## config.mk

```make
export PLATFORM = sky130hd
export DESIGN_NAME = layer_pass_scheduler
export DESIGN_NICKNAME = d
export VERILOG_FILES = /design/src/rtl/layer_pass_scheduler.sv
export SDC_FILE = /design/constraint.sdc
export NUM_CORES = 1
export LEC_CHECK = 0
export BUFFER_PORTS_ARGS = -buffer_cell sky130_fd_sc_hd__buf_4
export CAP_MARGIN = 0
export CORE_AREA = 5 5 77 79
export DETAILED_ROUTE_END_ITERATION = 16
export DIE_AREA = 0 0 82 84
export GPL_TIMING_DRIVEN = 0
export PLACE_DENSITY = 0.78
export SLEW_MARGIN = 20
export SYNTH_ARGS = -nofsm -noshare
export SYNTH_HDL_FRONTEND = slang
export SYNTH_SLANG_ARGS = --single-unit
```

## constraint.sdc

```tcl
create_clock -name clk -period 2.6 [get_ports clk]
set_clock_uncertainty 0.2 [all_clocks]
set_input_delay 0 -clock clk [delete_from_list [all_inputs] [get_ports clk]]
set_output_delay 0 -clock clk [all_outputs]
set_load 0.005 [all_outputs]
```

## src/rtl/layer_pass_scheduler.sv

```systemverilog
// Walks every pixel of a frame in raster order and, per pixel, every enabled layer:
// restarts the ALU, waits for it (with timeout), then hands the result downstream.
module layer_pass_scheduler #(
  parameter int HOR_PIX    = 480,
  parameter int VER_PIX    = 272,
  parameter int NUM_LAYERS = 8,
  parameter int TIMEOUT    = 1023,
  localparam int LW = $clog2(NUM_LAYERS),
  localparam int XW = $clog2(HOR_PIX),
  localparam int YW = $clog2(VER_PIX)
) (
  input  logic                  clk,
  input  logic                  rst,
  input  logic                  frame_start,
  input  logic                  abort,
  input  logic [NUM_LAYERS-1:0] layer_enable,
  input  logic                  alu_rdy,
  input  logic                  result_ready,
  output logic [LW-1:0]         layer_sel,
  output logic                  pipe_adv,
  output logic [XW:0]           x_pixel,
  output logic [YW:0]           y_pixel,
  output logic                  result_valid,
  output logic                  result_last,
  output logic                  frame_done,
  output logic                  busy,
  output logic                  timeout_err
);

  localparam int CW = $clog2(TIMEOUT + 1);
  localparam logic [CW-1:0] T_LAST = CW'(TIMEOUT - 1);
  localparam logic [XW:0]   X_MAX  = (XW + 1)'(HOR_PIX - 1);
  localparam logic [YW:0]   Y_MAX  = (YW + 1)'(VER_PIX - 1);

  typedef enum logic [2:0] {IDLE, LOAD, SETTLE, WAIT, OUT} state_t;

  state_t                state, state_nxt;
  logic [NUM_LAYERS-1:0] mask;
  logic [CW-1:0]         wait_cnt;
  logic [LW-1:0]         lo_en, lo_mask, nxt_layer;
  logic                  has_above;
  logic                  start_ok, x_last, y_last;

  assign start_ok = frame_start & ~abort;
  assign x_last   = (x_pixel == X_MAX);
  assign y_last   = (y_pixel == Y_MAX);

  // Priority searches: lowest enabled layer (new frame / new pixel) and next one above layer_sel.
  always_comb begin
    lo_en     = '0;
    lo_mask   = '0;
    nxt_layer = '0;
    has_above = 1'b0;
    for (int i = NUM_LAYERS - 1; i >= 0; i--) begin
      if (layer_enable[i]) lo_en = LW'(i);
      if (mask[i]) lo_mask = LW'(i);
      if (mask[i] && (LW'(i) > layer_sel)) begin
        nxt_layer = LW'(i);
        has_above = 1'b1;
      end
    end
  end

  always_ff @(posedge clk or posedge rst) begin
    if (rst) state <= IDLE;
    else     state <= state_nxt;
  end

  always_comb begin
    state_nxt = state;
    unique case (state)
      IDLE:    if (start_ok && (layer_enable != '0)) state_nxt = LOAD;
      LOAD:    state_nxt = SETTLE;
      SETTLE:  state_nxt = WAIT;
      WAIT:    if (alu_rdy || (wait_cnt == T_LAST)) state_nxt = OUT;
      OUT:     if (result_ready)
                 state_nxt = (!has_above && x_last && y_last) ? IDLE : LOAD;
      default: state_nxt = IDLE;
    endcase
    if (abort && (state != IDLE)) state_nxt = IDLE;
  end

  always_ff @(posedge clk or posedge rst) begin
    if (rst) begin
      mask        <= '0;
      layer_sel   <= '0;
      x_pixel     <= '0;
      y_pixel     <= '0;
      wait_cnt    <= '0;
      timeout_err <= 1'b0;
      frame_done  <= 1'b0;
    end else begin
      frame_done <= 1'b0;
      unique case (state)
        IDLE: if (start_ok) begin
          mask        <= layer_enable;
          x_pixel     <= '0;
          y_pixel     <= '0;
          timeout_err <= 1'b0;
          layer_sel   <= lo_en;
          frame_done  <= (layer_enable == '0);
        end
        SETTLE: wait_cnt <= '0;
        WAIT: if (!alu_rdy) begin
          wait_cnt <= wait_cnt + 1'b1;
          if (wait_cnt == T_LAST) timeout_err <= 1'b1;
        end
        OUT: if (result_ready) begin
          if (has_above) begin
            layer_sel <= nxt_layer;
          end else begin
            layer_sel <= lo_mask;
            if (!x_last) begin
              x_pixel <= x_pixel + 1'b1;
            end else begin
              x_pixel <= '0;
              if (!y_last) begin
                y_pixel <= y_pixel + 1'b1;
              end else begin
                y_pixel    <= '0;
                frame_done <= 1'b1;
              end
            end
          end
        end
        default: ;
      endcase
      // Abort drops the frame silently; the sticky error survives it.
      if (abort && (state != IDLE)) begin
        x_pixel    <= '0;
        y_pixel    <= '0;
        frame_done <= 1'b0;
      end
    end
  end

  assign pipe_adv     = (state == LOAD);
  assign result_valid = (state == OUT);
  assign result_last  = (state == OUT) && !has_above;
  assign busy         = (state != IDLE);

endmodule

```

==> reports/metrics.csv <==
stage,metric,value,unit
final_layout,instances_no_fill,462,
job,cap_violations,0,
setup_path,r2r-start,state[2],
detailed_routing,drtPass1Iterations,4,
power_and_ir_drop,power.total,2.58,mW
cts,cts_sinks,46,
synth,synth_area,2820,sq um
floorplanning,start_util,53.6,%
timing,max_slew_margin,64.7,%
setup_path,critPathArrivalTime,2.53,ns
cts,clockRootBuffer,clkbuf_8,
synth,synth_cell_type_count,59,
final_layout,drive_gt1_share,23.6,%
synth,ys_seq_elements,46,
cts,htreeDepth,2,
global_route,grt-busiest-layer,met2,
setup_path,reg2reg_slack,0.06,ns
detailed_routing,vias,2706,
place,dp_slack,-0.192,ns
timing,tns,0,ns
place,routabilityCongestion,0.851,
final_layout,synthToLayoutAreaGrowth,27.4,%
cts,clk_transition_reported_paths,0.09,ns
detailed_routing,drt-vias-per-instance,5.86,
status,status,"complete, no violations",
global_route,use_met3,3.78,%
place,placedCellCount,438,
timing,fmax,394,MHz
floorplanning,coreArea,5270,sq um
detailed_routing,ant_nets,0,
timing,hold_ws,0.0984,ns
synth,synthesis.nets,342,
global_route,grt_max_degree,25,
setup_path,cp-start-kind,flop,
synth,syn_inst,324,
synth,ys_seq_area_share,40.8,%
timing,worstMarginPinSlew,0.528,ns
floorplanning,die_y,84,um
global_route,use_met1,30.5,%
setup_path,r2r_cells,7,
setup_path,endpoint_kind,flop,
setup_path,critical_path_required,2.59,ns
place,io_buffers,41,
global_route,antenna_found_initial,0,
global_route,grt_use_total,22.4,%
power_and_ir_drop,ir_worst_vdd,0.497,mV
synth,synth_edf_count,0,
final_layout,final_common_cell,dfrtp_1,
timing,finalMaxSlewViolations,0,
cts,cts_tree,built,
floorplanning,die_area,6890,sq um
power_and_ir_drop,power.leakage,1.61,nW
place,place_hpwl,4.96,mm
detailed_routing,wl_per_cell,15.0,um
floorplanning,die_width,82,um
timing,finalHoldViolCount,0,
timing,worst_slack,0.0632,ns
cts,clk_latency,0.30,ns
final_layout,layout.nets,407,
floorplanning,io_pins,43,
synth,ys_dominant_reg_cell,dfrtp_1,
synth,postSynthAreaPerCell,8.71,sq um
global_route,grt_pass1_wl,12.4,mm
final_layout,antenna_cells,0,
setup_path,worstReg2RegEnd,x_pixel[8],
global_route,grt_use_met2,37.0,%
power_and_ir_drop,power_density,719,nW/um^2
detailed_routing,drt-total-wl,6.94,mm
final_layout,mostFrequentLayoutCells,"46 x dfrtp_1, 44 x nand2_1, 44 x buf_4",
synth,yosysWarnings,0,
timing,period_minus_slack,2.54,ns
setup_path,cp_max_fo,10,
timing,fin_crit_sh,97.6,%
timing,rsz0062_at_grt,true,
timing,setup_viol,0,
global_route,grt_pass1_vias,2663,
floorplanning,rows,27,
global_route,overflow,0,
hold_path,hp-class,in -> async,
setup_path,worst-setup-path-type,reg -> reg,
detailed_routing,drc_errors,0,
cts,cts_buffers,5,
detailed_routing,drt_iter0_markers,150,
synth,async_flop_share,100,%
cts,clk_path_buf_depth,2,
metrics by stage:
| step | util, % | cell area, sq um |
|---|---|---|
| 2_1_floorplan | - | 2820 |
| 3_3_place_gp | 61.1 | 3220 |
| 3_5_place_dp | 61.6 | 3250 |
| 4_1_cts | 66.2 | 3490 |
| 5_1_grt | 68.2 | 3600 |
| 6_report | 68.2 | 3600 |
layer usage:
| metal | part of all wire, % | wire (um) |
|---|---|---|
| met5 | 0 | 0 |
| met4 | 0.69 | 48 |
| met3 | 4.7 | 327 |
| met2 | 52 | 3570 |
| met1 | 43 | 2990 |
cells by family (layout without fill, tap and decap cells):
group,Yosys count,in the layout,share of synthesized area (%)
simple gates,152,152,28.4
compound gates,85,85,19.7
flops,46,46,40.8
buf+inv,21,87,3.86
xor+xnor,9,9,2.79
mux,7,7,2.75
fa+ha+maj,4,4,1.77
state kept, by name, summed over array words and instances, names as in the netlist:
name	flops
frame_done	1
layer_sel	3
mask	8
state	3
timeout_err	1
wait_cnt	10
x_pixel	10
y_pixel	10
power breakdown:
group	leakage (nW)	internal, mW	total [mW]	switching [mW]
Combinational	0.939	0.485	1.12	0.636
Sequential	0.618	0.823	0.974	0.151
Clock	0.0544	0.244	0.489	0.245
Total	1.61	1.55	2.58	1.03
worst max-delay path, stage by stage, from the launching register on:
cell and delay (ns):
dfrtp_1 0.39, buf_2 0.18, or3_4 0.38, or3b_1 0.38, clkbuf_4 0.20, nand3_2 0.13, nand2b_1 0.19, a221o_1 0.39
worst max path at each step:
stage | cells past startpoint | endpoint | startpoint
2_1_floorplan | 11 | x_pixel[9] | state[1]
3_3_place_gp | 6 | y_pixel[9] | x_pixel[0]
3_5_place_dp | 6 | y_pixel[8] | x_pixel[1]
4_1_cts | 7 | x_pixel[8] | state[2]
5_1_grt | 7 | x_pixel[8] | state[1]
6_report | 7 | x_pixel[8] | state[2]
cells in the mapped netlist (5+ instances only):
cell	number	share of area, %
inv_1	10	1.3
nand2_1	46	6.1
and3_1	6	1.3
o31ai_1	7	1.9
nor3_1	5	0.89
nor4_1	7	1.6
nor2_1	32	4.3
dfrtp_1	46	41
buf_2	5	0.89
o21a_1	5	1.3
xor2_1	6	1.9
a21oi_1	19	3.4
nand3_1	12	2.1
mux2_2	6	2.4
a31oi_1	7	1.6
nand4_1	6	1.3
nand2b_1	7	1.6
o21ai_0	21	3.7
area by class of cell:
type | instances | area (sq um)
Buffer | 10 | 80.1
Clock buffer | 7 | 96.3
Clock inverter | 1 | 8.76
Fill cell | 469 | 1670
Inverter | 11 | 46.3
Multi-Input combinational cell | 257 | 1640
Sequential cell | 46 | 1150
Tap cell | 72 | 90.1
Timing Repair Buffer | 58 | 488
what timing repair did:
| item | 4_1_cts | 5_1_grt |
|---|---|---|
| pin swaps | 1 | 4 |
| endpoints found under the hold margin | 69 | 0 |
| endpoints found under the setup margin | 10 | 19 |
| resized for setup | 2 | 21 |
| hold buffers | 13 | 0 |
| setup buffers | 0 | 3 |
Note: power is estimated with default switching activity, not from simulation.
